`src/rtl/dmem_pkg.sv`:
```
// Shared definitions for the data-memory access controller.
// Size encodings, FSM states and the size-to-byte-mask helper.
package dmem_pkg;

    localparam logic [1:0] SZ_B = 2'd0;
    localparam logic [1:0] SZ_H = 2'd1;
    localparam logic [1:0] SZ_W = 2'd2;

    typedef enum logic {
        IDLE,
        SECOND
    } state_t;

    // Size 3 is treated as a word.
    function automatic logic [3:0] size_mask(input logic [1:0] size);
        unique case (size)
            SZ_B:    return 4'b0001;
            SZ_H:    return 4'b0011;
            default: return 4'b1111;
        endcase
    endfunction

endpackage

```
`src/rtl/dmem_lane_shift.sv`:
```
// Byte-lane steering: low-word and high-word write masks and data
// for an access at byte offset off, plus the word-crossing flag.
module dmem_lane_shift
    import dmem_pkg::*;
(
    input  logic [1:0]  off,
    input  logic [1:0]  size,
    input  logic [31:0] data,
    output logic        split,
    output logic [3:0]  we_lo,
    output logic [3:0]  we_hi,
    output logic [31:0] din_lo,
    output logic [31:0] din_hi
);

    logic [7:0] wide;
    logic [5:0] hi_sh;

    // Bytes pushed past lane 3 land in the next word.
    assign wide   = {4'b0000, size_mask(size)} << off;
    assign we_lo  = wide[3:0];
    assign we_hi  = wide[7:4];
    assign split  = |wide[7:4];
    assign hi_sh  = 6'd32 - {1'b0, off, 3'b000};
    assign din_lo = data << {off, 3'b000};
    assign din_hi = data >> hi_sh;

endmodule

```
`src/rtl/dmem_access_ctrl.sv`:
```
// MEM-stage sequencer for data-RAM port A; word-crossing accesses take two cycles.
// Define DMEM_ALIGN_TRAP_EN to trap on word-crossing accesses instead of splitting them.
module dmem_access_ctrl
    import dmem_pkg::*;
#(
    parameter int ADDR_W = 32
) (
    input  logic              clk,
    input  logic              rst,
    input  logic              req_valid,
    input  logic              req_store,
    input  logic [1:0]        req_size,
    input  logic [ADDR_W-1:0] req_addr,
    input  logic [31:0]       req_wdata,
    input  logic              flush,
    output logic              stall,
    output logic [31:0]       rdata,
    output logic              rdata_valid,
    output logic              misalign,
    output logic [3:0]        ram_we,
    output logic [ADDR_W-3:0] ram_addr,
    output logic [31:0]       ram_din,
    input  logic [31:0]       ram_dout
);

`ifdef DMEM_ALIGN_TRAP_EN
    localparam logic TRAP_EN = 1'b1;
`else
    localparam logic TRAP_EN = 1'b0;
`endif

    state_t      state;
    logic        split;
    logic [3:0]  we_lo;
    logic [3:0]  we_hi;
    logic [31:0] din_lo;
    logic [31:0] din_hi;
    logic        go;
    logic        trap;

    logic        pend_split;
    logic [1:0]  off_q;
    logic [1:0]  size_q;
    logic [31:0] lo_buf;
    logic [31:0] merged;
    logic [31:0] mask32;
    logic [3:0]  m;

    logic [ADDR_W-3:0] word;
    logic [ADDR_W-3:0] word_nx;

    dmem_lane_shift u_lane (
        .off    (req_addr[1:0]),
        .size   (req_size),
        .data   (req_wdata),
        .split  (split),
        .we_lo  (we_lo),
        .we_hi  (we_hi),
        .din_lo (din_lo),
        .din_hi (din_hi)
    );

    assign go      = req_valid & ~flush;
    assign trap    = split & TRAP_EN;
    assign word    = req_addr[ADDR_W-1:2];
    assign word_nx = word + {{(ADDR_W-3){1'b0}}, 1'b1};

    // RAM port is driven in the request cycle; req_* is held through SECOND.
    always_comb begin
        stall    = 1'b0;
        ram_we   = 4'b0000;
        ram_addr = word;
        ram_din  = din_lo;
        if (rst) begin
            ram_addr = '0;
            ram_din  = '0;
        end else if (state == SECOND) begin
            ram_addr = word_nx;
            ram_din  = din_hi;
            ram_we   = req_store ? we_hi : 4'b0000;
        end else if (go && !trap) begin
            ram_we = req_store ? we_lo : 4'b0000;
            stall  = split;
        end
    end

    // Merge buffered low-word bytes with the high word arriving now.
    assign m      = size_mask(size_q);
    assign mask32 = {{8{m[3]}}, {8{m[2]}}, {8{m[1]}}, {8{m[0]}}};

    always_comb begin
        merged = ram_dout >> {off_q, 3'b000};
        if (pend_split)
            merged = (lo_buf >> {off_q, 3'b000})
                   | (ram_dout << (6'd32 - {1'b0, off_q, 3'b000}));
    end

    assign rdata = rdata_valid ? (merged & mask32) : 32'h0;

    always_ff @(posedge clk) begin
        if (rst) begin
            state       <= IDLE;
            rdata_valid <= 1'b0;
            misalign    <= 1'b0;
            pend_split  <= 1'b0;
            off_q       <= 2'd0;
            size_q      <= 2'd0;
            lo_buf      <= 32'h0;
        end else begin
            rdata_valid <= 1'b0;
            misalign    <= 1'b0;
            if (state == SECOND) begin
                state  <= IDLE;
                lo_buf <= ram_dout;
                if (!req_store) begin
                    rdata_valid <= 1'b1;
                    pend_split  <= 1'b1;
                end
            end else if (go) begin
                off_q  <= req_addr[1:0];
                size_q <= req_size;
                if (trap) begin
                    misalign <= 1'b1;
                end else if (split) begin
                    state <= SECOND;
                end else if (!req_store) begin
                    rdata_valid <= 1'b1;
                    pend_split  <= 1'b0;
                end
            end
        end
    end

endmodule

```
`config.mk`:
```
export PLATFORM = sky130hd
export DESIGN_NAME = dmem_access_ctrl
export DESIGN_NICKNAME = d
export VERILOG_FILES = /design/src/rtl/dmem_pkg.sv /design/src/rtl/dmem_lane_shift.sv /design/src/rtl/dmem_access_ctrl.sv
export SDC_FILE = /design/constraint.sdc
export NUM_CORES = 1
export LEC_CHECK = 0
export BUFFER_PORTS_ARGS = -buffer_cell sky130_fd_sc_hd__buf_4
export CORE_MARGIN = 3
export CORE_UTILIZATION = 40
export CTS_CLUSTER_SIZE = 8
export DETAILED_ROUTE_END_ITERATION = 16
export GPL_TIMING_DRIVEN = 1
export PLACE_DENSITY = 0.75
export RECOVER_POWER = 100
export SLEW_MARGIN = 20
export SYNTH_ARGS = -nofsm -noshare
export SYNTH_HDL_FRONTEND = slang
export SYNTH_SLANG_ARGS = --single-unit
```
`constraint.sdc`:
```
create_clock -name clk -period 2.5 [get_ports clk]
set_clock_uncertainty 0.2 [all_clocks]
set_input_delay 0 -clock clk [delete_from_list [all_inputs] [get_ports clk]]
set_output_delay 0 -clock clk [all_outputs]
set_load 0.02 [all_outputs]
```
==> results of run 1 <==
timing repair:
| item | in CTS | in global routing |
|---|---|---|
| hold buffers | 39 | 0 |
| pin swaps | 1 | 6 |
| endpoints found under the hold margin | 37 | 0 |
| setup buffers | 0 | 2 |
| gates resized for setup | 2 | 3 |
| endpoints found under the setup margin | 10 | 18 |
worst reg2reg max path: cells and delay by family (launching register included):
family	cells	cell delay, ns
DFF	1	0.36
AOI/OAI and AO/OA	1	0.29
buffers and inverters	4	1.25
layout by cell type, fill, tap and decap left out, types with 9 or more instances in the layout:
| master | instances |
|---|---|
| buf_4 | 135 |
| mux2i_1 | 113 |
| nor2_1 | 92 |
| nand2_1 | 81 |
| a21oi_1 | 77 |
| clkbuf_1 | 43 |
| clkbuf_2 | 43 |
| dlygate4sd3_1 | 39 |
| dfxtp_1 | 36 |
| o22ai_1 | 24 |
| o21ai_0 | 18 |
| mux4_2 | 16 |
| o2bb2ai_1 | 15 |
| inv_1 | 13 |
| nor3_1 | 11 |
| nand3_1 | 10 |
| mux2_2 | 9 |
| a22oi_1 | 9 |
state kept, by name, summed over array words and instances (netlist names):
register and flops:
lo_buf 32, off_q 2, pend_split 1, rdata_valid 1
size_q 2, state 1
power by group through the flow:
stage / clock, mW / sequential [mW] / combinational [mW]
after detailed placement: 0 / 0.663 / 1.01
after floorplan: 0 / 0.658 / 0.621
after CTS: 0.626 / 0.650 / 1.06
after global routing: 0.646 / 0.651 / 1.11
after global placement: 0 / 0.662 / 0.994
final: 0.615 / 0.650 / 1.03
final cells by class:
| type | count | area share (%) |
|---|---|---|
| Multi-Input combinational cell | 609 | 58.5 |
| Timing Repair Buffer | 268 | 25.1 |
| Sequential cell | 39 | 10.6 |
| Tap cell | 172 | 2.90 |
| Clock buffer | 7 | 1.79 |
| Inverter | 17 | 1.03 |
| Clock inverter | 1 | 0.0674 |
through the flow:
| step | util, % | total power [mW] | instances | setup slack [ns] |
|---|---|---|---|---|
| after CTS | 59.7 | 2.34 | 1111 | 0.0100 |
| after detailed placement | 55.5 | 1.67 | 1064 | 0.201 |
| after global placement | 55.5 | 1.66 | 1064 | 0.245 |
| after floorplan | - | 1.28 | 731 | 0.0249 |
| after global routing | 57.7 | 2.41 | 1113 | 0.00434 |
| final | 57.7 | 2.30 | 1113 | 0.0355 |
routing by layer:
metal  global-route usage, %  share of wire, %  up-vias
met1                    31.3                41     3064
met5                       0                 0        -
li1                        -                 -     3131
met2                    43.8                48      298
met4                    9.45               3.0        0
met3                    4.78               8.1       48
worst max-delay path by stage:
stage          startpoint         to  slack (ns)  depth (start not counted)
4_1_cts          off_q[0]   rdata[8]        0.01                          8
3_5_place_dp     off_q[0]   rdata[1]        0.20                          7
6_report         off_q[0]   rdata[9]        0.04                          8
2_1_floorplan    off_q[0]  rdata[13]        0.02                         12
5_1_grt          off_q[0]  rdata[12]       0.004                          8
3_3_place_gp     off_q[0]   rdata[1]        0.25                          7
logic make-up (layout without fill, tap and decap cells):
logic type	after synthesis	after routing
XOR/XNOR	12	12
buffers and inverters	83	293
AND/OR/NAND/NOR	258	258
multiplexers	138	138
flip-flops	39	39
AO/OA/AOI/OAI	197	197
other	1	1
adder cells (fa/ha/maj)	3	3
==> out/qor.txt, run 1 <==
cell taking the most area after synthesis: mux2i_1
total global-route track usage: 25.3%
Reg power frac: 28.3%
critical path's slowest cell: dfxtp_4
Gate power share: 45.0%
mux contribution to synthesized area: 29.7%
cells along the critical path: clkinv_8, ha_1, or2_4, buf_6, o22ai_1, a21oi_1, a211oi_2, clkbuf_2
R2R depth: 5
share of cells above drive strength 1: 27.5%
critical path's largest stage delay: 0.39 ns
Mapped Nets: 837
Commonest cells post-synth: 113 x mux2i_1, 92 x nor2_1, 81 x nand2_1
Remaining DRCs: 0
vias in the first global route: 6295
complex-gate fraction of the synthesized area: 23.1%
Hold WC Path Type: in -> reg
Placeable Area: 12900 sq um
outcome: complete, no violations
Slew HR: 26.1%
fmax: 406 MHz
switching part of the total power: 36.3%
peak supply drop: 277 uV
Tcrit/Tclk final: 98.6%
clk_lat worst skew: 0.28 ns
sw power: 834 uW
Multi-input gate area: 4350 sq um
height of the die: 122 um
CP top delay family: compound AO/OA/AOI/OAI gates
row count: 41
PD cells: 309 nW/um^2
Synth Area in XOR/XNOR: 1.96%
flop2flop setup slack: 0.34 ns
Detail Route Antenna Nets: 0
Hold Vio Cnt, Final: 0
antenna cell count: 0
fillcell total: 1263
P&R area growth vs syn: 38.2%
most frequent cell after synthesis: mux2i_1
Starting Density: 41.7%
Area contributors post-synth: mux2i_1 21%, dfxtp_1 15%, a21oi_1 7.2%
total grt overflow: 0
final setup fails: 0
min Tclk post-route: 2.46 ns
hold-critical path endpoint: lo_buf[26]
FF-to-FF Start: state
mapped cell area: 5370 sq um
number of clock sinks: 39
TNS Setup: 0 ns
initial antenna violation count: 0
design area: 7420 sq um
worst hold slack: 0.106 ns
ys async rst share: 0%
worst slew pin tran: 1.11 ns
clock buffer depth: 2
DRT iter0 DRCs: 467
gp weighted congestion: 0.919
root buffer cell: clkbuf_16
largest net degree at the start of global routing: 80
count of different cell masters after synthesis: 57
Synth Instances: 731
Synth Flop Type: dfxtp_1
DR pass1 iterations: 5
Worst Path Required: 2.30 ns
DP Wirelength: 14000 um
Syn Area/Cell: 7.35 sq um
share of the synthesized area in the top cell type: 21.1%
Hold Path Depth: 2
CP Max Fanout: 15
Leak Pwr: 2.82 nW
via count: 6541
crit path DAT: 2.26 ns
Placement Cell Area: 7150 sq um
simple-gate share of the synthesized area: 23.0%
final WL: 19700 um
critical path capture point type: primary output
Yosys warning count: 0
routed len/inst: 17.7 um
Adder-Cell Fraction of Synth Area: 0.699%
RR Endpoint: rdata_valid
I/O Pins: 204
RSZ-0062 raised after global routing: false
first-pass GRT wire length: 31000 um
storage element area: 787 sq um
WS Path Type: reg -> out
Die ar.: 14900 sq um
Clk pwr share: 26.7%
CP bufs+invs: 3
IO Port Bufs: 202
Die X-Extent: 122 um
CTS tree: built
Seq/Total Area, Yosys: 14.5%
maxcap violations: 0
largest family of logic cells by synthesized area: multiplexers
Internal Power: 1.46 mW
Clock Pin Slew Worst Setup and Hold Paths: 0.06 ns
number of synthesized flops with an enable pin: 0
fin. max-slew vios: 0
Num CTS Buffers: 5
Vias per Instance: 5.88
startpoint types: flop
#FFs+latches synth: 39
Hold Path Origin: rst
H-tree depth: 2
Nets: 1046
Note: power is estimated with default switching activity, not from simulation.
==> run 2, diff against run 1 <==
Settings changed: ABC_AREA set to 1, ABC_CLOCK_PERIOD_IN_PS set to 2500, PLACE_DENSITY 0.75 to 0.74, RECOVER_POWER 100 to not set.
==> run 2 against run 1 <==
Compared with the run above: critical path type is now reg -> reg; largest power group unchanged; power grew 6.3%; critical endpoint is now size_q[1]; cell count rose by 35%; clock power is 2% higher; setup slack better by 0.14 ns; critical path depth is 3 lower; cell area grew 7.9%; highest routed layer unchanged; register-to-register slack worse by 0.16 ns; sequential power rose by 1%.
==> out/qor.txt, run 2 <==
via count: 8321 (+27%)
most frequent CP cell: dlygate4sd3_1
biggest regs: lo_buf x32, off_q x2, size_q x2
IO Port Bufs: 202 (unchanged)
Vias per Instance: 5.55 (-5.5%)
most frequent cell after synthesis: nand2_1
Worst Path Required: 2.53 ns (+0.23 ns)
Area contributors post-synth: nand2_1 16%, dfxtp_1 13%, a21oi_1 10%
Synth Flop Type: dfxtp_1
RR Endpoint: size_q[1]
antenna cell count: 0 (unchanged)
CP top delay family: buffers and inverters
DP Wirelength: 16400 um (+17%)
FF-to-FF Start: state
worst slew pin tran: 0.579 ns (-0.529 ns)
startpoint types: flop
Hold Vio Cnt, Final: 0 (unchanged)
CTS tree: built
crit path DAT: 2.35 ns (+0.09 ns)
critical path capture point type: flop
H-tree depth: 2 (unchanged)
total grt overflow: 0 (unchanged)
I/O Pins: 204 (unchanged)
RSZ-0062 raised after global routing: false
count of different cell masters after synthesis: 32 (-44%)
number of synthesized flops with an enable pin: 0 (unchanged)
mapped cell area: 5940 sq um (+11%)
Biggest register: lo_buf
share of cells above drive strength 1: 20.5% (-7.0 points)
number of clock sinks: 39 (unchanged)
Die X-Extent: 128 um (+4.9%)
PD cells: 305 nW/um^2 (-1.5%)
Seq/Total Area, Yosys: 13.1% (-1.4 points)
maxcap violations: 0 (unchanged)
Commonest cells post-synth: 260 x nand2_1, 123 x a21oi_1, 123 x nand3_1, 123 x nor2_1, 122 x o21ai_0
CP Max Fanout: 22 (+7)
clk_lat worst skew: 0.28 ns (about the same)
Hold Path Depth: 2 (unchanged)
first-pass GRT wire length: 36200 um (+17%)
max reg flops: 32 (unchanged)
cell taking the most area after synthesis: nand2_1
Worst Setup EP: size_q[1]
critical path's largest stage delay: 0.57 ns (+0.18 ns)
postcts setup bufs: 0 (unchanged)
Remaining DRCs: 0 (unchanged)
commonest cells after routing, fill and taps aside: 260 x nand2_1, 222 x buf_4, 123 x nand3_1, 123 x a21oi_1
largest net degree at the start of global routing: 112 (+40%)
final setup fails: 0 (unchanged)
row count: 43 (+4.9%)
final WL: 22700 um (+16%)
Detail Route Antenna Nets: 0 (unchanged)
P&R area growth vs syn: 34.8%
peak supply drop: 264 uV (-4.6%)
Mapped Nets: 1235 (+48%)
Stages on worst setup path: 5 (-3)
Tcrit/Tclk final: 92.9% (-5.7 points)
share of the synthesized area in the top cell type: 16.4% (-4.6 points)
vias in the first global route: 7511 (+19%)
critical path's slowest cell: dlygate4sd3_1
fmax: 431 MHz (+6.1%)
fin. max-slew vios: 0 (unchanged)
Placeable Area: 14200 sq um (+10%)
Num CTS Buffers: 5 (unchanged)
DR pass1 iterations: 6 (+1)
Slew HR: 61.3% (+35 points)
cells along the critical path: inv_4, nand3_1, dlygate4sd3_1, a21oi_1, dlygate4sd3_1
Yosys warning count: 0 (unchanged)
Die ar.: 16400 sq um (+10%)
Synth Instances: 1129 (+54%)
R2R depth: 5 (unchanged)
initial antenna violation count: 0 (unchanged)
root buffer cell: clkbuf_16
DRT iter0 DRCs: 746 (+60%)
flop2flop setup slack: 0.18 ns (-0.16 ns)
routed len/inst: 15.2 um (-14%)
Clock Pin Slew Worst Setup and Hold Paths: 0.06 ns (about the same)
outcome: complete, no violations
clock buffer depth: 2 (unchanged)
dpl cells: 1448 (+36%)
most common cell after layout, fill and taps aside: nand2_1
Nets: 1424 (+36%)
WS Path Type: reg -> reg
TNS Setup: 0 ns (unchanged)
#FFs+latches synth: 39 (unchanged)
Hold WC Path Type: in -> reg
Syn Area/Cell: 5.27 sq um (-28%)
Starting Density: 41.9% (+0.14 points)
min Tclk post-route: 2.32 ns (-0.142 ns)
ys async rst share: 0% (unchanged)
Final Instance Count excl. Fillers: 1499 (+35%)
height of the die: 128 um (+4.9%)
gp weighted congestion: 0.957 (+4.1%)
CP bufs+invs: 3 (unchanged)
Leak Pwr: 3.86 nW (+37%)
CP startpoint: state
total global-route track usage: 26.3% (+0.94 points)
-- run 2: cell types whose count changed after synthesis, moves of 37 or more --
cell / delta
o211ai_1: +37
nand2_1: +179
o21ai_0: +104
a21oi_1: +46
inv_1: +95
nand3_1: +113
mux2i_1: -113
-- run 2: worst min path at each step --
stage           startpoint         to  slack (ns)
2_1_floorplan  ram_dout[0]  lo_buf[0]       -0.05
3_3_place_gp   ram_dout[7]  lo_buf[7]        0.09
3_5_place_dp   ram_dout[7]  lo_buf[7]         0.1
4_1_cts                rst      state        0.05
5_1_grt                rst      state         0.1
6_report               rst      state        0.04
-- run 2: logic make-up after synthesis --
group | count (synthesis) | share of synthesized area [%]
simple gates | 566 | 41.4
compound gates | 321 | 30.0
buf+inv | 197 | 14.5
flops | 39 | 13.1
fa+ha+maj | 3 | 0.632
xor+xnor | 2 | 0.295
other cells | 1 | 0.0631
-- run 2: report_power, final --
group / internal, mW / switching [mW]
logic: 0.453 / 0.706
registers: 0.644 / 0.0134
clock network: 0.368 / 0.258
-- run 2: routing by layer --
metal | vias to the layer above | global-route usage, % | part of all wire (%)
li1 | 4156 | - | -
met1 | 3642 | 33.4 | 40
met2 | 471 | 43.9 | 46
met3 | 52 | 6.04 | 11
met4 | 0 | 8.49 | 2.8
met5 | - | 0 | 0
-- run 2: worst register-to-register path, cell delays in order (launching register included) --
cell,delay (ns)
dfxtp_2,0.40
inv_4,0.26
nand3_1,0.13
dlygate4sd3_1,0.57
a21oi_1,0.14
dlygate4sd3_1,0.57
-- run 2: stage by stage --
step / hold slack, ns / cell area, sq um / utilization, % / setup WS [ns] / power, mW
2_1_floorplan: -0.0469 / 5940 / - / 0.304 / 1.35
3_3_place_gp: 0.0894 / 7440 / 52.4 / 0.646 / 1.76
3_5_place_dp: 0.0994 / 7440 / 52.4 / 0.603 / 1.76
4_1_cts: 0.0547 / 8010 / 56.4 / 0.0828 / 2.44
5_1_grt: 0.0957 / 8010 / 56.4 / 0.0671 / 2.59
6_report: 0.0402 / 8010 / 56.4 / 0.178 / 2.44
-- run 2: repair_timing --
| item | in CTS | in global routing |
|---|---|---|
| hold buffers | 43 | 0 |
| endpoints found under the setup margin | 0 | 2 |
| hold endpoints to repair | 37 | 0 |
| resized for setup | 0 | 2 |
-- run 2: cell type report --
class	instances	area, sq um
clock inverter	2	12.5
sequential	39	782
fill	1426	6190
timing repair buffer	267	2140
multi-input combinational	893	4300
clock buffer	6	129
tap	180	225
inverter	112	425
==> run 3, diff against run 2 <==
Settings changed: ABC_CLOCK_PERIOD_IN_PS 2500 to 2570, CAP_MARGIN set to 10, PLACE_DENSITY 0.74 to 0.71.
Clock period 2.5 ns to 2.57 ns, I/O delays scaled along.
==> run 3 against run 2 <==
Compared with the run above: via count decreased by 0.77%; worst hold slack got worse by 0.0044 ns; utilization is 0.29 points lower; register-to-register slack improved by 0.06 ns; sequential share of layout area grew 0.051 points; critical path type is now reg -> out.
==> out/qor.txt, run 3 (synthesis results as in run 2) <==
Worst Path Required: 2.37 ns (-0.16 ns)
postcts setup bufs: 0 (unchanged)
final WL: 22800 um (+0.27%)
Final Power: 2.36 mW (-3.3%)
fin. max-slew vios: 0 (unchanged)
switching part of the total power: 39.9% (-0.15 points)
Gate power share: 47.4% (about the same)
IO Port Bufs: 202 (unchanged)
number of clock sinks: 39 (unchanged)
I/O Pins: 204 (unchanged)
Reg power frac: 27.0% (about the same)
startpoint types: flop
antenna cell count: 0 (unchanged)
critical path capture point type: primary output
Nets: 1419 (-0.35%)
min Tclk post-route: 2.37 ns
share of cells above drive strength 1: 20.2% (-0.38 points)
total global-route track usage: 26.4% (+0.15 points)
clk_lat worst skew: 0.28 ns (about the same)
root buffer cell: clkbuf_16
worst slew pin tran: 0.694 ns (+0.115 ns)
final setup fails: 0 (unchanged)
crit path DAT: 2.17 ns (-0.18 ns)
Final Instance Count excl. Fillers: 1494 (-0.33%)
via count: 8257 (-0.77%)
PD cells: 296 nW/um^2 (-2.8%)
Leak Pwr: 3.83 nW (-0.56%)
pre-CTS setup slack: 0.487 ns (-0.116 ns)
P&R area growth vs syn: 34.1%
Die X-Extent: 128 um (unchanged)
critical path's largest stage delay: 0.34 ns (-0.23 ns)
dpl cells: 1443 (-0.35%)
sw power: 942 uW (-3.6%)
Tcrit/Tclk final: 92.4%
largest net degree at the start of global routing: 112 (unchanged)
gp weighted congestion: 0.911 (-4.8%)
CP Max Fanout: 26 (+18%)
CTS tree: built
DRT iter0 DRCs: 817 (+9.5%)
critical path's slowest cell: dfxtp_1
RSZ-0062 raised after global routing: false
Starting Density: 41.9% (unchanged)
Slew HR: 53.6% (-7.7 points)
height of the die: 128 um (unchanged)
DP Wirelength: 16200 um (-1.3%)
Remaining DRCs: 0 (unchanged)
post-layout util: 56.1% (-0.29 points)
peak supply drop: 242 uV (-8.4%)
most common cell after layout, fill and taps aside: nand2_1
Die ar.: 16400 sq um (unchanged)
first-pass GRT wire length: 36300 um (+0.30%)
total grt overflow: 0 (unchanged)
Biggest register: lo_buf
clock buffer depth: 2 (unchanged)
Placeable Area: 14200 sq um (unchanged)
Clk pwr share: 25.6% (about the same)
Final WS setup: 0.195 ns (+0.0175 ns)
DR pass1 iterations: 5 (-1)
outcome: complete, no violations
WS Path Type: reg -> out
Hold WC Path Type: in -> reg
Vias per Instance: 5.53 (-0.44%)
design area: 7970 sq um (-0.52%)
maxcap violations: 0 (unchanged)
commonest cells after routing, fill and taps aside: 260 x nand2_1, 217 x buf_4, 123 x nand3_1, 123 x a21oi_1
Clock Pin Slew Worst Setup and Hold Paths: 0.05 ns (about the same)
row count: 43 (unchanged)
cells along the critical path: inv_2, ha_1, nor2_2, buf_4, inv_1, o21ai_0, nor2_1, nor2_1, buf_4
Detail Route Antenna Nets: 0 (unchanged)
Placement Cell Area: 7400 sq um (-0.50%)
H-tree depth: 2 (unchanged)
worst hold slack: 0.0358 ns (-0.00436 ns)
Internal Power: 1.42 mW (-3.0%)
Num CTS Buffers: 5 (unchanged)
routed len/inst: 15.3 um (+0.60%)
max reg flops: 32 (unchanged)
biggest regs: lo_buf x32, off_q x2, size_q x2
fmax: 421 MHz
Hold Vio Cnt, Final: 0 (unchanged)
initial antenna violation count: 2 (+2)
vias in the first global route: 7445 (-0.88%)
TNS Setup: 0 ns (unchanged)
[run 3: cell types whose count changed in the layout (fill, tap and decap cells not counted), sizes merged]
| cell | before | now |
|---|---|---|
| buf | 224 | 219 |
| clkbuf | 6 | 7 |
| clkinvlp | 1 | 0 |
[run 3: power groups by stage]
stage          combinational (mW)  clock [mW]  sequential (mW)
2_1_floorplan               0.666           0            0.649
3_3_place_gp                 1.05           0            0.651
3_5_place_dp                 1.05           0            0.652
4_1_cts                      1.11       0.620            0.639
5_1_grt                      1.23       0.642            0.642
6_report                     1.12       0.604            0.639
[run 3: final timing paths]
path	slack, ns	start	endpoint	cells after the start
setup / recovery	0.20	off_q[0]	rdata[9]	9
hold / removal	0.04	req_addr[1]	off_q[1]	3
setup reg to reg	0.24	state	size_q[1]	5
hold reg to reg	0.31	lo_buf[25]	lo_buf[25]	2
[run 3: layout make-up]
cell class                      instances  area, sq um
Tap cell                              180          225
Inverter                              112          425
Multi-Input combinational cell        893         4300
Clock buffer                            7          133
Sequential cell                        39          782
Timing Repair Buffer                  262         2100
Fill cell                            1451         6230
Clock inverter                          1         5.00
[run 3: layer usage]
layer	GRT usage, %	vias up	part of all wire [%]
li1	-	4139	-
met1	33.7	3664	41
met2	44.6	410	47
met3	5.75	40	9.6
met4	7.80	4	2.4
met5	0	-	0.12
[run 3: worst max-delay path: cells and delay by family (launching register included)]
kind	cells	cell delay, ns
compound gates	1	0.21
fa+ha+maj	1	0.31
simple gates	3	0.27
buf+inv	4	0.76
flops	1	0.34
[run 3: timing repair]
item / in CTS / in global routing
hold buffers: 43 / 0
resized for setup: 0 / 2
hold endpoints to repair: 37 / 0
setup endpoints to repair: 0 / 1
